## config.mk

```make
export PLATFORM = sky130hd
export DESIGN_NAME = wallace_mul_share_ctrl
export DESIGN_NICKNAME = d
export VERILOG_FILES = /design/src/rtl/wallace_mul_share_ctrl.sv
export SDC_FILE = /design/constraint.sdc
export NUM_CORES = 1
export LEC_CHECK = 0
export CORE_ASPECT_RATIO = 1.25
export CORE_MARGIN = 1.5
export CORE_UTILIZATION = 27
export DETAILED_ROUTE_END_ITERATION = 10
export PLACE_DENSITY_LB_ADDON = 0.1
export SYNTH_ARGS = -nofsm -noshare
export SYNTH_HDL_FRONTEND = slang
export SYNTH_SLANG_ARGS = --single-unit
```

## constraint.sdc

```tcl
create_clock -name clk -period 3.6 [get_ports clk]
set_input_delay 0.54 -clock clk [delete_from_list [all_inputs] [get_ports clk]]
set_output_delay 0.54 -clock clk [all_outputs]
set_load 0.02 [all_outputs]
```

## src/rtl/wallace_mul_share_ctrl.sv

```systemverilog
// Time-shares one combinational 8x8 Wallace-tree multiplier among NREQ requesters.
// Arbitration is round-robin, and each product is returned tagged with the owning requester's index.

module WallaceMul8x8 (
  input  logic [7:0]  a,
  input  logic [7:0]  b,
  output logic [15:0] p
);

  function automatic logic [15:0] csa_sum(input logic [15:0] u, input logic [15:0] v,
                                          input logic [15:0] w);
    return u ^ v ^ w;
  endfunction

  function automatic logic [15:0] csa_carry(input logic [15:0] u, input logic [15:0] v,
                                            input logic [15:0] w);
    return ((u & v) | (u & w) | (v & w)) << 1;
  endfunction

  logic [15:0] pp [8];
  logic [15:0] s0, c0, s1, c1, s2, c2, s3, c3, s4, c4, s5, c5;

  // Reduce 8 partial-product rows through 3:2 compressor layers (8 -> 6 -> 4 -> 3 -> 2),
  // then resolve the last two rows with one carry-propagate adder.
  always_comb begin
    for (int i = 0; i < 8; i++) begin
      pp[i] = {8'b0, a & {8{b[i]}}} << i;
    end
    s0 = csa_sum(pp[0], pp[1], pp[2]);
    c0 = csa_carry(pp[0], pp[1], pp[2]);
    s1 = csa_sum(pp[3], pp[4], pp[5]);
    c1 = csa_carry(pp[3], pp[4], pp[5]);
    s2 = csa_sum(s0, c0, s1);
    c2 = csa_carry(s0, c0, s1);
    s3 = csa_sum(c1, pp[6], pp[7]);
    c3 = csa_carry(c1, pp[6], pp[7]);
    s4 = csa_sum(s2, c2, s3);
    c4 = csa_carry(s2, c2, s3);
    s5 = csa_sum(s4, c4, c3);
    c5 = csa_carry(s4, c4, c3);
    p  = s5 + c5;
  end

endmodule

module wallace_mul_share_ctrl #(
  parameter int NREQ    = 4,
  parameter int IDW     = 2,
  parameter int MUL_LAT = 2
) (
  input  logic                clk,
  input  logic                rst,
  input  logic [NREQ-1:0]     req_valid,
  output logic [NREQ-1:0]     req_ready,
  input  logic [8*NREQ-1:0]   req_x,
  input  logic [8*NREQ-1:0]   req_y,
  output logic                rsp_valid,
  input  logic                rsp_ready,
  output logic [IDW-1:0]      rsp_id,
  output logic [15:0]         rsp_p,
  output logic                busy
);

  localparam int CNTW = (MUL_LAT > 1) ? $clog2(MUL_LAT) : 1;

  typedef enum logic [1:0] {IDLE, CALC, RESP} state_t;

  state_t            state_q, state_d;
  logic [IDW-1:0]    rr_ptr_q, rr_ptr_d;
  logic [7:0]        x_q, x_d, y_q, y_d;
  logic [IDW-1:0]    id_q, id_d;
  logic [CNTW-1:0]   cnt_q, cnt_d;
  logic              rsp_valid_q, rsp_valid_d;
  logic [15:0]       rsp_p_q, rsp_p_d;
  logic [IDW-1:0]    rsp_id_q, rsp_id_d;

  logic              grant_found;
  logic [IDW-1:0]    grant_idx;
  logic [7:0]        sel_x, sel_y;
  logic [15:0]       mul_p;
  int                idx;

  WallaceMul8x8 u_mul (
    .a (x_q),
    .b (y_q),
    .p (mul_p)
  );

  // Search upward from rr_ptr, wrapping, for the first valid requester.
  always_comb begin
    grant_found = 1'b0;
    grant_idx   = '0;
    idx         = 0;
    for (int k = 0; k < NREQ; k++) begin
      idx = int'(rr_ptr_q) + k;
      if (idx >= NREQ) idx = idx - NREQ;
      if (!grant_found && req_valid[idx]) begin
        grant_found = 1'b1;
        grant_idx   = IDW'(idx);
      end
    end
  end

  always_comb begin
    sel_x     = '0;
    sel_y     = '0;
    req_ready = '0;
    for (int i = 0; i < NREQ; i++) begin
      if (grant_idx == IDW'(i)) begin
        sel_x = req_x[8*i +: 8];
        sel_y = req_y[8*i +: 8];
        req_ready[i] = (state_q == IDLE) && grant_found;
      end
    end
  end

  always_comb begin
    state_d     = state_q;
    rr_ptr_d    = rr_ptr_q;
    x_d         = x_q;
    y_d         = y_q;
    id_d        = id_q;
    cnt_d       = cnt_q;
    rsp_valid_d = rsp_valid_q;
    rsp_p_d     = rsp_p_q;
    rsp_id_d    = rsp_id_q;
    case (state_q)
      IDLE: begin
        if (grant_found) begin
          x_d      = sel_x;
          y_d      = sel_y;
          id_d     = grant_idx;
          cnt_d    = CNTW'(MUL_LAT - 1);
          rr_ptr_d = (grant_idx == IDW'(NREQ - 1)) ? '0 : grant_idx + IDW'(1);
          state_d  = CALC;
        end
      end
      CALC: begin
        if (cnt_q == '0) begin
          rsp_p_d     = mul_p;
          rsp_id_d    = id_q;
          rsp_valid_d = 1'b1;
          state_d     = RESP;
        end else begin
          cnt_d = cnt_q - CNTW'(1);
        end
      end
      RESP: begin
        if (rsp_ready) begin
          rsp_valid_d = 1'b0;
          state_d     = IDLE;
        end
      end
      default: state_d = IDLE;
    endcase
  end

  always_ff @(posedge clk) begin
    if (rst) begin
      state_q     <= IDLE;
      rr_ptr_q    <= '0;
      x_q         <= '0;
      y_q         <= '0;
      id_q        <= '0;
      cnt_q       <= '0;
      rsp_valid_q <= 1'b0;
      rsp_p_q     <= '0;
      rsp_id_q    <= '0;
    end else begin
      state_q     <= state_d;
      rr_ptr_q    <= rr_ptr_d;
      x_q         <= x_d;
      y_q         <= y_d;
      id_q        <= id_d;
      cnt_q       <= cnt_d;
      rsp_valid_q <= rsp_valid_d;
      rsp_p_q     <= rsp_p_d;
      rsp_id_q    <= rsp_id_d;
    end
  end

  assign rsp_valid = rsp_valid_q;
  assign rsp_p     = rsp_p_q;
  assign rsp_id    = rsp_id_q;
  assign busy      = (state_q != IDLE);

endmodule

```

# [Yosys cells after proc, flatten, opt, wreduce, memory -nomap -nowiden]
# Cells that the tools add are included.
[classes] bitwise=51 n_eq_ne=8 n_mux=47 n_reduce_logical=17 n_lt_le_gt_ge=8 addsub=10
[ops] cell="$and A15 B15 Y15" count=10
[ops] cell="$or A15 B15 Y15" count=10
[ops] cell="$lt A32 B4 Y1 const B" count=4
[ops] cell="$mux W32" count=4
[ops] cell="$xor A16 B16 Y16" count=5
[ops] cell="$and A8 B8 Y8" count=8
[ops] cell="$mux W8" count=8
[ops] cell="$mux W1" count=20
[ops] cell="$add A16 B16 Y16" count=1
[ops] cell="$mux W2" count=8
[ops] cell="$xor A16 B13 Y16" count=1
[ops] cell="$xor A16 B14 Y16" count=1
[ops] cell="$xor A16 B15 Y16" count=1
[ops] cell="$and A14 B15 Y15" count=1
[ops] cell="$and A15 B14 Y15" count=1
[ops] cell="$or A15 B10 Y15" count=1
[ops] cell="$or A15 B13 Y15" count=1
[ops] cell="$and A11 B13 Y13" count=1
[ops] cell="$and A12 B13 Y13" count=1
[ops] cell="$xor A12 B13 Y13" count=1
[ops] cell="$and A11 B12 Y12" count=1
[ops] cell="$sub A3 B3 Y4 const B" count=3
[ops] cell="$xor A11 B12 Y12" count=1
[ops] cell="$and A8 B10 Y10" count=1
[ops] cell="24 further kinds" count=47
[totals] regBits=42 elab_cells=150 output_inout_bits=24

# [Logic depth before layout (Yosys ltp)]
[depth] ltp_word=20 mapped_depth=16 mapped_depth_nobuf=15

# [By module]
# Synthesis repeated with hierarchy kept, for this count alone.
[unflattened] hier_cells=507 area_unflattened_um2=4026.4
[modules_own_cells] module="wallace_mul_share_ctrl" area_each_um2=2127.0 seq_area_each_um2=840.8 cells_each=302 n_inst=1
[modules_own_cells] module="WallaceMul8x8" area_each_um2=1899.3 seq_area_each_um2=0.0 cells_each=205 n_inst=1

# [Worst setup path after synthesis]
# No wires, ideal clock.
[synth_timing] path_kind="register to register" startpoint="register y_q[0]" endpoint="register rsp_p_q[11], in the netlist rsp_p[11]" period_less_slack_ps=4003 path_stages_with_launch=15 setup_ps=121 path_buffers=1 arrival_time_ps=3881 setup_slack_ps=-403 required_time_ps=3479 cell_sequence="dfxtp_1 clkbuf_1 nand2_1 fa_1 fa_1 fa_1 inv_1 ha_1 ha_1 fa_1 a211oi_1 nor2_1 o21ai_0 or4_1 nand3_1"
[synth_via] elab_chain_cells=14
[synth_rtl] item="start, declared" line_no="70" rtl="logic [7:0] x_q, x_d, y_q, y_d;"
[synth_rtl] item="start signal, assigned" line_no="173" rtl="y_q <= y_d;"
[synth_rtl] item="$and A8 B8 Y8 *" line_no="27" rtl="pp[i] = {8'b0, a & {8{b[i]}}} << i;"
[synth_rtl] item="$and A8 B9 Y9 or $and A8 B10 Y10 (tied branches)" line_no="17" rtl="return ((u & v) | (u & w) | (v & w)) << 1;"
[synth_rtl] item="$or A15 B15 Y15" line_no="17"
[synth_rtl] item="$or A15 B10 Y15" line_no="17"
[synth_rtl] item="$and A15 B15 Y15" line_no="17"
[synth_rtl] item="$or A15 B15 Y15 (2 in a row)" line_no="17"
[synth_rtl] item="$and A15 B15 Y15" line_no="17"
[synth_rtl] item="$or A15 B15 Y15 (2 in a row)" line_no="17"
[synth_rtl] item="$and A15 B15 Y15" line_no="17"
[synth_rtl] item="$or A15 B15 Y15 (2 in a row)" line_no="17"
[synth_rtl] item="$add A16 B16 Y16 *" line_no="41" rtl="p = s5 + c5;"
[synth_rtl] item="end signal, assigned" line_no="177" rtl="rsp_p_q <= rsp_p_d;"
[synth_rtl] item="end, declared" line_no="74" rtl="logic [15:0] rsp_p_q, rsp_p_d;"
# Every way passes the cells marked *; elsewhere a longest branch is shown, timed or not.
# A chain may end at the register's enable or synchronous reset.

# [Worst setup path in the final report]
[layout_timing] startpoint="register y_q[3]" endpoint="register rsp_p_q[12], in the netlist rsp_p[12]"
[layout_via] elab_chain_cells=13
[layout_rtl] item="$and A8 B8 Y8 *" line_no="27"
[layout_rtl] item="$xor A11 B12 Y12 (tied with other cells)" line_no="12" rtl="return u ^ v ^ w;"
[layout_rtl] item="$xor A12 B13 Y13 or $or A15 B15 Y15 (tied branches)" line_no="12, 17"
[layout_rtl] item="$and A15 B15 Y15 or $or A15 B13 Y15 (tied branches)" line_no="17"
[layout_rtl] item="$or A15 B15 Y15 or $xor A16 B14 Y16 (tied branches)" line_no="17, 12"
[layout_rtl] item="$or A15 B15 Y15 or $xor A16 B15 Y16 (tied branches)" line_no="17, 12"
[layout_rtl] item="$and A15 B15 Y15" line_no="17"
[layout_rtl] item="$or A15 B15 Y15 (2 in a row)" line_no="17"
[layout_rtl] item="$and A15 B15 Y15" line_no="17"
[layout_rtl] item="$or A15 B15 Y15 (2 in a row)" line_no="17"
[layout_rtl] item="$add A16 B16 Y16 *" line_no="41"
# Marks and branches as above.

==> results.md <==
- Die Y: 140.4 um
- Core Rows: 50
- CTS Buf Count: 5
- TritonCTS clock tree: done
- Critical path launch point type: flop
- Reg-to-reg endpoint: rsp_p[12]
- Netlist cell types: 46
- Htree depth: 2
- Worst Reg2Reg Path Length in Cells: 13
- Slowest stage delay, CP: 550 ps
- Final net count: between 700 and 800
- Top-count cell post-synth: a21oi_1
- Status: complete, but fails checks
- Hold slack final: 453.3 ps
- Async set-reset flop share out of synthesis: 0%
- Relative max-transition margin: 32.62%
- Max-slew violations: 0
- Slowest-stage cell, CP: fa_1
- First-pass GRT wire length: 19710 um
- GRT Overall Usage: 15.54%
- Cell taking the most area after synthesis: dfxtp_1
- Number of synthesized register bits: 42
- HPWL after DPL: 9397 um
- CP cell instances: and2_4, fa_1, inv_1, fa_1, fa_1, inv_1, fa_1, ha_4, o21ai_2, o21ai_2, o2111ai_1, or4_1, nand3_1
- Pin count of the biggest net entering global routing: 34
- Buffers added on ports: 94
- Design Area, Final: slightly below 6000 sq um
- Final Core Density: 40.00%
- N_diodes: 0
- Final non-filler cell total: 806
- DR iter-0 viols: 174
- Final WS setup: -299.7 ps
- GPL Wtd Cong: between 0.8 and 0.9
- WP data arrival: 4130 ps
- Synth top cells by count: a21oi_1 (57), nand2_1 (56), and2_1 (47), dfxtp_1 (42), inv_1 (41)
- Clk_skew: 7.147 ps
- Fin. Hold Viols: 0
- Post-Syn Instances: 497
- F_max: 256.4 MHz
- Main flop type after synthesis: dfxtp_1
- Max-cap viol count: 0
- Placed cell count: slightly below 800
- Setup TNS: -1891 ps
- CTS Hold Bufs: 0
- Most used cell, CP: fa_1
- Drt pass-1 iters: 4
- Peak supply drop: 0.0001832 V
- Final setup fails: 8
- Post-Syn Area: 4076 sq um
- Average size of a mapped cell: roughly 8.2 sq um
- P_leak: 2.436 nW
- Fin crit period: between 3000 and 4000 ps
- Die W: 112.9 um
- Post-route ant nets: 0
- WL per Instance: 14.71 um
- Die footprint: 15850 sq um
- Violated checks: setup timing
- Core area: 14890 sq um
- Detailed-route DRC error count: 0
- Worst-Margin Slew: roughly 1000 ps
- Min-delay src: rsp_p[1]
- R2R Setup Slk: -300 ps
- Vias per cell: 4.897
- Worst hold path class: flop to flop
- Vias: 3947
- Critical Path Sink Type: flop
- FF-to-FF Start: y_q[3]
- Initial antenna violation count: 0
- Clock tree buffer depth: 2
- Final Cycle Share: 108.3%
- DP Area: 5535 sq um
- Warnings from Yosys: 0
- Worst Hold Depth: 2
- Clock root buffer master: clkbuf_16
- Synth top area share: 20.63%
- Synth area leaders: dfxtp_1 (21%), fa_1 (19%), ha_1 (8.9%)
- Grt ovf: 0
- Layout cells sized above 1: 17.95%
- Post-synth EDFFs: 0
- Area Overhead vs Synth: 46.10%
- Clk pin slew, worst setup/hold paths: approximately 60 ps
- Hold EP: rsp_p[1]
- Pwr per Cell Area: 443.9 nW/um^2
- Initial Util: 27.38%
- Post-Route WL: roughly 12000 um
- Crit Path Category: flop to flop
- CP Max Fanout: 7
- Vias in the first global route: roughly 4200
- Clock Latency Late Sink: 290 ps
- Seq/Total Area, Yosys: approximately a fifth
- Clock sink count: 42
- I/O Pins: 95
- Synth Net Count: 636
- Worst Path Required: 3830 ps
- RSZ-0062 raised after global routing: true
cell type report:
cell class                 count  area (sq um)
fill                        1592          8934
multi-input combinational    385          3166
timing repair buffer         147          1374
sequential                    42         869.6
tap                          182         227.7
inverter                      42         157.7
clock buffer                   7         153.9
clock inverter                 1         7.507
routing by layer:
layer  routed length, um  up-vias  GRT usage (%)
li1                    -     1946              -
met5                   0        -              0
met1                4881     1927          17.11
met4                 133        0          4.276
met3                 359        7          2.250
met2                6479       67          30.58
kinds of logic after synthesis:
logic type	synth area share (%)
compound gates	18.51
xor+xnor	0.2149
fa+ha+maj	28.05
buf+inv	7.060
flops	20.63
mux	0.2456
simple gates	25.29
critical path, delay by kind of cell, from the launching register on:
kind	cells	cell delay (ps)
AND/OR/NAND/NOR	3	660
adder cells (fa/ha/maj)	5	2350
AO/OA/AOI/OAI	3	370
flip-flops	1	360
buffers and inverters	2	100
stage by stage:
stage          power (mW)  setup slack [ps]
2_1_floorplan       1.492            -132.4
3_3_place_gp        2.012            -388.4
3_5_place_dp        2.024            -427.1
4_1_cts             2.651            -309.9
5_1_grt             2.870            -477.8
6_report            2.644            -299.7
repair_timing:
| action | in CTS | in global routing |
|---|---|---|
| setup buffers | 6 | 7 |
| gates resized for setup | 34 | 12 |
| cloned | 0 | 0 |
| setup endpoints to repair | 9 | 9 |
| pin swaps | 9 | 14 |
where the power goes:
part           internal, mW  switching (mW)  total [mW]
clock network         0.300           0.199       0.499
logic                 0.741           0.766        1.51
registers             0.548          0.0897       0.637
cells in the final DEF, fill, tap and decap left out, types with 16 or more instances in the layout:
| master | instances |
|---|---|
| clkdlybuf4s50_1 | 94 |
| a21oi_1 | 56 |
| nand2_1 | 54 |
| buf_4 | 46 |
| and2_1 | 43 |
| inv_1 | 38 |
| fa_1 | 35 |
| nor2b_1 | 31 |
| dfxtp_1 | 31 |
| o21ai_0 | 21 |
| nor3_1 | 20 |
| ha_1 | 20 |
| a221oi_1 | 16 |
worst max path at each step:
stage	start	to	slack, ps	depth (start not counted)
floorplan	x_q[6]	rsp_p[11]	-130	13
global placement	x_q[3]	rsp_p[11]	-390	14
detailed placement	x_q[3]	rsp_p[11]	-430	14
CTS	y_q[3]	rsp_p[12]	-310	13
global route	y_q[3]	rsp_p[12]	-480	13
finish	y_q[3]	rsp_p[12]	-300	13
flip-flops by register name, indices dropped and copies added (netlist names):
signal / count
x_q: 8
id_q: 2
rsp_valid: 1
rsp_id: 2
y_q: 8
cnt_q: 1
rsp_p: 16
state_q: 2
rr_ptr_q: 2
Note: power is estimated with default switching activity, not from simulation.
